`config.mk`:
```
export PLATFORM = sky130hd
export DESIGN_NAME = decode_queue
export DESIGN_NICKNAME = d
export VERILOG_FILES = /design/src/rtl/decode_queue.sv
export SDC_FILE = /design/constraint.sdc
export NUM_CORES = 1
export LEC_CHECK = 0
export BUFFER_PORTS_ARGS = -buffer_cell sky130_fd_sc_hd__buf_2
export CORE_MARGIN = 3
export CORE_UTILIZATION = 36
export DETAILED_ROUTE_END_ITERATION = 8
export PLACE_DENSITY_LB_ADDON = 0.25
export SYNTH_ARGS = -nofsm -noshare
export SYNTH_HDL_FRONTEND = slang
export SYNTH_SLANG_ARGS = --single-unit
```
`constraint.sdc`:
```
create_clock -name clk -period 13.4 [get_ports clk]
set_input_delay 1.34 -clock clk [delete_from_list [all_inputs] [get_ports clk]]
set_output_delay 1.34 -clock clk [all_outputs]
set_load 0.03 [all_outputs]
```
`src/rtl/decode_queue.sv`:
```
// Instruction buffer plus RV32I decode between fetch and dispatch.
// A DEPTH-entry FIFO holds fetched instructions; the head entry is decoded combinationally.
module decode_queue #(
  parameter int DEPTH   = 8,
  parameter int ORDER_W = 64
) (
  input  logic                       clk,
  input  logic                       rst,
  input  logic                       in_valid,
  output logic                       in_ready,
  input  logic [31:0]                in_inst,
  input  logic [31:0]                in_pc,
  input  logic [ORDER_W-1:0]         in_order,
  input  logic                       flush,
  output logic                       out_valid,
  input  logic                       out_ready,
  output logic [31:0]                out_inst,
  output logic [31:0]                out_pc,
  output logic [ORDER_W-1:0]         out_order,
  output logic [6:0]                 out_opcode,
  output logic [2:0]                 out_funct3,
  output logic [6:0]                 out_funct7,
  output logic [4:0]                 out_rs1_addr,
  output logic [4:0]                 out_rs2_addr,
  output logic [4:0]                 out_rd_addr,
  output logic [31:0]                out_imm,
  output logic [3:0]                 out_aluop,
  output logic                       out_regf_we,
  output logic                       out_use_rs1,
  output logic                       out_use_rs2,
  output logic                       out_illegal,
  output logic [$clog2(DEPTH):0]     count
);

  localparam int AW = $clog2(DEPTH);
  localparam int CW = AW + 1;

  localparam logic [6:0] OP_LUI    = 7'b0110111;
  localparam logic [6:0] OP_AUIPC  = 7'b0010111;
  localparam logic [6:0] OP_JAL    = 7'b1101111;
  localparam logic [6:0] OP_JALR   = 7'b1100111;
  localparam logic [6:0] OP_BRANCH = 7'b1100011;
  localparam logic [6:0] OP_LOAD   = 7'b0000011;
  localparam logic [6:0] OP_STORE  = 7'b0100011;
  localparam logic [6:0] OP_IMM    = 7'b0010011;
  localparam logic [6:0] OP_REG    = 7'b0110011;

  localparam logic [6:0] F7_BASE = 7'b0000000;
  localparam logic [6:0] F7_ALT  = 7'b0100000;

  localparam logic [3:0] ALU_ADD  = 4'd0;
  localparam logic [3:0] ALU_SUB  = 4'd8;
  localparam logic [3:0] ALU_SRA  = 4'd9;
  localparam logic [3:0] ALU_NONE = 4'd15;

  function automatic logic signed [31:0] imm_i(input logic [31:0] i);
    return {{20{i[31]}}, i[31:20]};
  endfunction

  function automatic logic signed [31:0] imm_s(input logic [31:0] i);
    return {{20{i[31]}}, i[31:25], i[11:7]};
  endfunction

  function automatic logic signed [31:0] imm_b(input logic [31:0] i);
    return {{19{i[31]}}, i[31], i[7], i[30:25], i[11:8], 1'b0};
  endfunction

  function automatic logic signed [31:0] imm_u(input logic [31:0] i);
    return {i[31:12], 12'b0};
  endfunction

  function automatic logic signed [31:0] imm_j(input logic [31:0] i);
    return {{11{i[31]}}, i[31], i[19:12], i[20], i[30:21], 1'b0};
  endfunction

  logic [31:0]        inst_mem  [DEPTH];
  logic [31:0]        pc_mem    [DEPTH];
  logic [ORDER_W-1:0] order_mem [DEPTH];

  logic [AW-1:0] head_q, head_d;
  logic [AW-1:0] tail_q, tail_d;
  logic [CW-1:0] count_q, count_d;

  logic enq, deq;

  assign in_ready  = (count_q != CW'(DEPTH));
  assign out_valid = (count_q != '0);
  assign enq       = in_valid && in_ready;
  assign deq       = out_valid && out_ready;
  assign count     = count_q;

  always_comb begin
    head_d  = head_q;
    tail_d  = tail_q;
    count_d = count_q;
    if (flush) begin
      head_d  = '0;
      tail_d  = '0;
      count_d = '0;
    end else begin
      if (enq) tail_d = tail_q + AW'(1);
      if (deq) head_d = head_q + AW'(1);
      if (enq && !deq)      count_d = count_q + CW'(1);
      else if (deq && !enq) count_d = count_q - CW'(1);
    end
  end

  always_ff @(posedge clk or negedge rst) begin
    if (!rst) begin
      head_q  <= '0;
      tail_q  <= '0;
      count_q <= '0;
    end else begin
      head_q  <= head_d;
      tail_q  <= tail_d;
      count_q <= count_d;
    end
  end

  // Payload storage carries no reset; entries are only observed while counted valid.
  always_ff @(posedge clk) begin
    if (enq && !flush) begin
      inst_mem[tail_q]  <= in_inst;
      pc_mem[tail_q]    <= in_pc;
      order_mem[tail_q] <= in_order;
    end
  end

  logic [31:0] h;
  logic        ill;
  assign h = inst_mem[head_q];

  always_comb begin
    out_inst     = '0;
    out_pc       = '0;
    out_order    = '0;
    out_opcode   = '0;
    out_funct3   = '0;
    out_funct7   = '0;
    out_rs1_addr = '0;
    out_rs2_addr = '0;
    out_rd_addr  = '0;
    out_imm      = '0;
    out_aluop    = '0;
    out_regf_we  = 1'b0;
    out_use_rs1  = 1'b0;
    out_use_rs2  = 1'b0;
    out_illegal  = 1'b0;
    ill          = 1'b0;
    if (out_valid) begin
      out_inst     = h;
      out_pc       = pc_mem[head_q];
      out_order    = order_mem[head_q];
      out_opcode   = h[6:0];
      out_funct3   = h[14:12];
      out_funct7   = h[31:25];
      out_rs1_addr = h[19:15];
      out_rs2_addr = h[24:20];
      out_rd_addr  = h[11:7];
      out_aluop    = ALU_ADD;
      case (h[6:0])
        OP_LUI, OP_AUIPC: begin
          out_imm     = imm_u(h);
          out_regf_we = 1'b1;
        end
        OP_JAL: begin
          out_imm     = imm_j(h);
          out_regf_we = 1'b1;
        end
        OP_JALR, OP_LOAD: begin
          out_imm     = imm_i(h);
          out_use_rs1 = 1'b1;
          out_regf_we = 1'b1;
        end
        OP_BRANCH: begin
          out_imm     = imm_b(h);
          out_use_rs1 = 1'b1;
          out_use_rs2 = 1'b1;
        end
        OP_STORE: begin
          out_imm     = imm_s(h);
          out_use_rs1 = 1'b1;
          out_use_rs2 = 1'b1;
        end
        OP_IMM: begin
          out_imm     = imm_i(h);
          out_use_rs1 = 1'b1;
          out_regf_we = 1'b1;
          out_aluop   = {1'b0, h[14:12]};
          if (h[14:12] == 3'b101 && h[31:25] == F7_ALT) out_aluop = ALU_SRA;
        end
        OP_REG: begin
          out_use_rs1 = 1'b1;
          out_use_rs2 = 1'b1;
          out_regf_we = 1'b1;
          // add/sub and srl/sra share funct3; funct7 picks the variant
          if (h[31:25] == F7_BASE)                              out_aluop = {1'b0, h[14:12]};
          else if (h[31:25] == F7_ALT && h[14:12] == 3'b000)    out_aluop = ALU_SUB;
          else if (h[31:25] == F7_ALT && h[14:12] == 3'b101)    out_aluop = ALU_SRA;
          else                                                  ill       = 1'b1;
        end
        default: ill = 1'b1;
      endcase
      if (ill) begin
        out_illegal = 1'b1;
        out_regf_we = 1'b0;
        out_use_rs1 = 1'b0;
        out_use_rs2 = 1'b0;
        out_imm     = '0;
        out_aluop   = ALU_NONE;
      end
      if (h[11:7] == 5'd0) out_regf_we = 1'b0;
    end
  end

endmodule

```
==> flow_metrics.env <==
export IMPL_status="completed"
export IMPL_worstSkewPairLatency_ns=0.67
export IMPL_antenna_found_initial=29
export IMPL_ys_flop_type="edfxtp_1"
export IMPL_routed_wl_microns=93800
export IMPL_seqPwrFrac_pct=40.7
export IMPL_via_count=19451
export IMPL_drc=0
export IMPL_grt_pass1_vias=20665
export IMPL_path_max_fanout=42
export IMPL_ys_seq_area_share_pct=76.6
export IMPL_fin_crit_ns=7.03
export IMPL_ys_ff_latch=1034
export IMPL_grt_use_total_pct=16.1
export IMPL_root_buffer="clkbuf_16"
export IMPL_die_height_microns=341
export IMPL_grt_max_degree=134
export IMPL_dpl_hpwl_microns=51300
export IMPL_nets=2344
export IMPL_finClkSkew_ns=0.0168
export IMPL_endpoint_kind="primary output"
export IMPL_portBuffers=338
export IMPL_area_delta_synth_final_pct=16.0
export IMPL_syn_inst=1851
export IMPL_total_power_uw=9190
export IMPL_yosysUniqueCellTypes=55
export IMPL_grt_pass1_wl_microns=139000
export IMPL_dieWidth_microns=341
export IMPL_fin_util_pct=42.3
export IMPL_drive_gt1_share_pct=34.7
export IMPL_combinationalPowerShare_pct=29.6
export IMPL_switchingPower_uw=3000
export IMPL_first_pass_iters=7
export IMPL_worstMarginPinSlew_ns=1.18
export IMPL_power_clock_fraction_pct=29.7
export IMPL_rsz0062_at_grt="false"
export IMPL_initial_utilization_pct=36.4
export IMPL_synth_top_area_share_pct=76.0
export IMPL_startpoint_type="register"
export IMPL_cts_sinks=1034
export IMPL_io_pins=339
export IMPL_gp_congestion=0.908
export IMPL_hold_viol_final=0
export IMPL_yosys_warnings=0
export IMPL_r2r_start="count[0]"
export IMPL_required_ns=12.06
export IMPL_core_sq_um=111000
export IMPL_multiInputGateArea_sq_um=8810
export IMPL_holdBufCountCts=0
export IMPL_post_cts_resized=0
export IMPL_post_cts_buffers=0
export IMPL_clk_pin_slew_worst_paths_ns=0.06
export IMPL_power_leakage_uw=0.0149
export IMPL_synth_async_reset_ratio_pct=0.967
export IMPL_fp_dieArea_sq_um=116000
export IMPL_regArea_sq_um=31000
export IMPL_critPathLaunch="head_q[0]"
export IMPL_hp_class="input pin to asynchronous set/reset pin"
export IMPL_worstSetupPathType="register to primary output"
export IMPL_min_period_over_period_pct=52.5
export IMPL_grt_ovfl_total=0
export IMPL_synth_area_sq_um=40500
export IMPL_r2r_slack_ns=8.91
export IMPL_setup_tns_final_ns=0
export IMPL_internal_power_uw=6190
export IMPL_cts_buffer_depth=3
export IMPL_synth_area_leaders="edfxtp_1 76%, mux4_2 13%, mux2i_1 2.9%"
export IMPL_fillers=9792
export IMPL_wl_per_cell_microns=24.8
export IMPL_slew_violations=0
export IMPL_arrival_ns=5.69
export IMPL_post_synth_cell_area_avg_sq_um=21.9
export IMPL_switching_share_pct=32.6
export IMPL_max_freq_mhz=142
export IMPL_setup_viol=0
export IMPL_synth_nets=1989
export IMPL_ir_drop_v=0.000136
export IMPL_cts_htree_levels=3
export IMPL_yosysTopAreaCell="edfxtp_1"
export IMPL_cts_tree="yes"
export IMPL_via_per_inst=5.13
export IMPL_power_density_nw_per_um2=196
export IMPL_drtAntennaViolNets=0
export IMPL_drtIter0Drc=1431
export IMPL_drv_cap=0
export IMPL_numCtsBuffers=109
export IMPL_synth_edf_count=1024
export IMPL_relSlewSlack_pct=21.0
export IMPL_rows=122
==> cell families (layout without fill, tap and decap cells) <==
| group | count (synthesis) | count (layout) | share of synthesized area, % |
|---|---|---|---|
| muxes | 389 | 389 | 17.8 |
| AOI/OAI and AO/OA | 54 | 54 | 0.884 |
| adders and majority gates | 5 | 5 | 0.173 |
| xor gates and xnor gates | 9 | 9 | 0.195 |
| DFF | 1034 | 1034 | 76.6 |
| buffers and inverters | 130 | 568 | 1.78 |
| other | 0 | 11 | 0 |
| and+or+nand+nor | 230 | 230 | 2.54 |
==> cells in the mapped netlist (2+ instances only) <==
| cell type | number |
|---|---|
| mux2_2 | 11 |
| or4_1 | 2 |
| nor3b_1 | 2 |
| a21o_1 | 2 |
| buf_12 | 3 |
| dfrtp_1 | 10 |
| and2_1 | 7 |
| buf_2 | 36 |
| mux2i_1 | 117 |
| nand2_1 | 14 |
| ha_1 | 4 |
| o22ai_1 | 4 |
| xnor2_1 | 4 |
| nand3_1 | 8 |
| mux4_1 | 21 |
| o21bai_1 | 2 |
| a211oi_1 | 2 |
| edfxtp_1 | 1024 |
| buf_4 | 35 |
| mux4_2 | 235 |
| nor3_1 | 4 |
| xor2_1 | 5 |
| buf_1 | 3 |
| mux2i_2 | 4 |
| inv_1 | 3 |
| a21oi_1 | 25 |
| or3_1 | 9 |
| a22oi_1 | 4 |
| o32ai_2 | 2 |
| nand2b_1 | 14 |
| o21ai_0 | 6 |
| nor2_1 | 156 |
| clkbuf_1 | 49 |
| nand4_1 | 3 |
==> state kept, by name (all words and copies together), names as in the netlist <==
register   count
count          4
head_q         3
inst_mem     256
order_mem    512
pc_mem       256
tail_q         3
==> layer usage <==
layer	routed length (microns)	GRT usage, %	share of wire (%)
met5	106	0	0.11
met4	1730	3.96	1.8
met3	5890	4.03	6.3
met2	47200	27.5	50
met1	38900	20.5	41
==> power by group through the flow <==
stage / clock [uW] / sequential (uW) / combinational, uW
final: 2730 / 3740 / 2720
after floorplan: 0 / 3780 / 2090
after detailed placement: 0 / 3810 / 2780
after global routing: 2950 / 3750 / 2920
after global placement: 0 / 3800 / 2770
after CTS: 2810 / 3740 / 2780
==> cell usage in the layout, fill, tap and decap left out, types with 3 or more instances in the layout <==
| master | netlist | routed |
|---|---|---|
| edfxtp_1 | 1024 | 1024 |
| buf_2 | 36 | 338 |
| mux4_2 | 235 | 235 |
| nor2_1 | 156 | 150 |
| mux2i_1 | 117 | 117 |
| clkbuf_16 | 0 | 111 |
| buf_4 | 35 | 28 |
| a21oi_1 | 25 | 25 |
| clkbuf_1 | 49 | 25 |
| clkinv_2 | 0 | 25 |
| mux4_1 | 21 | 21 |
| clkinv_1 | 0 | 18 |
| nand2_1 | 14 | 14 |
| nand2b_1 | 14 | 14 |
| diode_2 | 0 | 11 |
| mux2_2 | 11 | 11 |
| or3_1 | 9 | 9 |
| nand3_1 | 8 | 8 |
| and2_1 | 7 | 7 |
| dfrtp_1 | 10 | 7 |
| o21ai_0 | 6 | 6 |
| nor2_4 | 0 | 6 |
| xor2_1 | 5 | 5 |
| buf_12 | 3 | 5 |
| mux2i_2 | 4 | 4 |
| o22ai_1 | 4 | 4 |
| a22oi_1 | 4 | 4 |
| xnor2_1 | 4 | 4 |
| ha_1 | 4 | 4 |
| clkinv_4 | 0 | 4 |
| clkinvlp_4 | 0 | 4 |
| inv_1 | 3 | 3 |
| nand4_1 | 3 | 3 |
| inv_6 | 0 | 3 |
| clkbuf_8 | 0 | 3 |
| dfrtp_4 | 0 | 3 |
==> worst max-delay path: stages (launching register included) <==
cell,delay (ns)
dfrtp_4,0.85
buf_4,0.75
mux4_1,0.63
mux2i_1,0.47
or3b_2,0.52
o22ai_1,0.72
o21ai_2,0.50
a21oi_1,0.30
buf_2,0.24
==> worst paths after layout <==
path / to / cells past startpoint
max: out_imm[11] / 8
min in group clk: tail_q[0] / 2
min: count[3] / 1
max reg2reg: order_mem[2][62] / 7
min reg2reg: tail_q[0] / 2
max in group asynchronous: head_q[1] / 1
==> layout make-up <==
| cell class | instances | area share, % |
|---|---|---|
| diodes | 11 | 0.0586 |
| clock buffers | 139 | 6.20 |
| clock inverters | 55 | 0.669 |
| inverters | 3 | 0.0240 |
| multi-input cells | 687 | 18.8 |
| flip-flops and latches | 1034 | 66.0 |
| well taps | 1488 | 3.97 |
| repair buffers | 371 | 4.26 |
==> metrics by stage <==
stage	cells	hold slack [ns]	area (sq um)	worst slack (ns)
floorplan	1851	0.546	40500	2.12
global placement	3583	0.579	43700	7.05
detailed placement	3583	0.600	43700	6.97
CTS	3777	0.501	46900	6.23
global route	3777	0.520	46900	5.93
finish	3788	0.558	47000	6.37
Note: power is estimated with default switching activity, not from simulation.
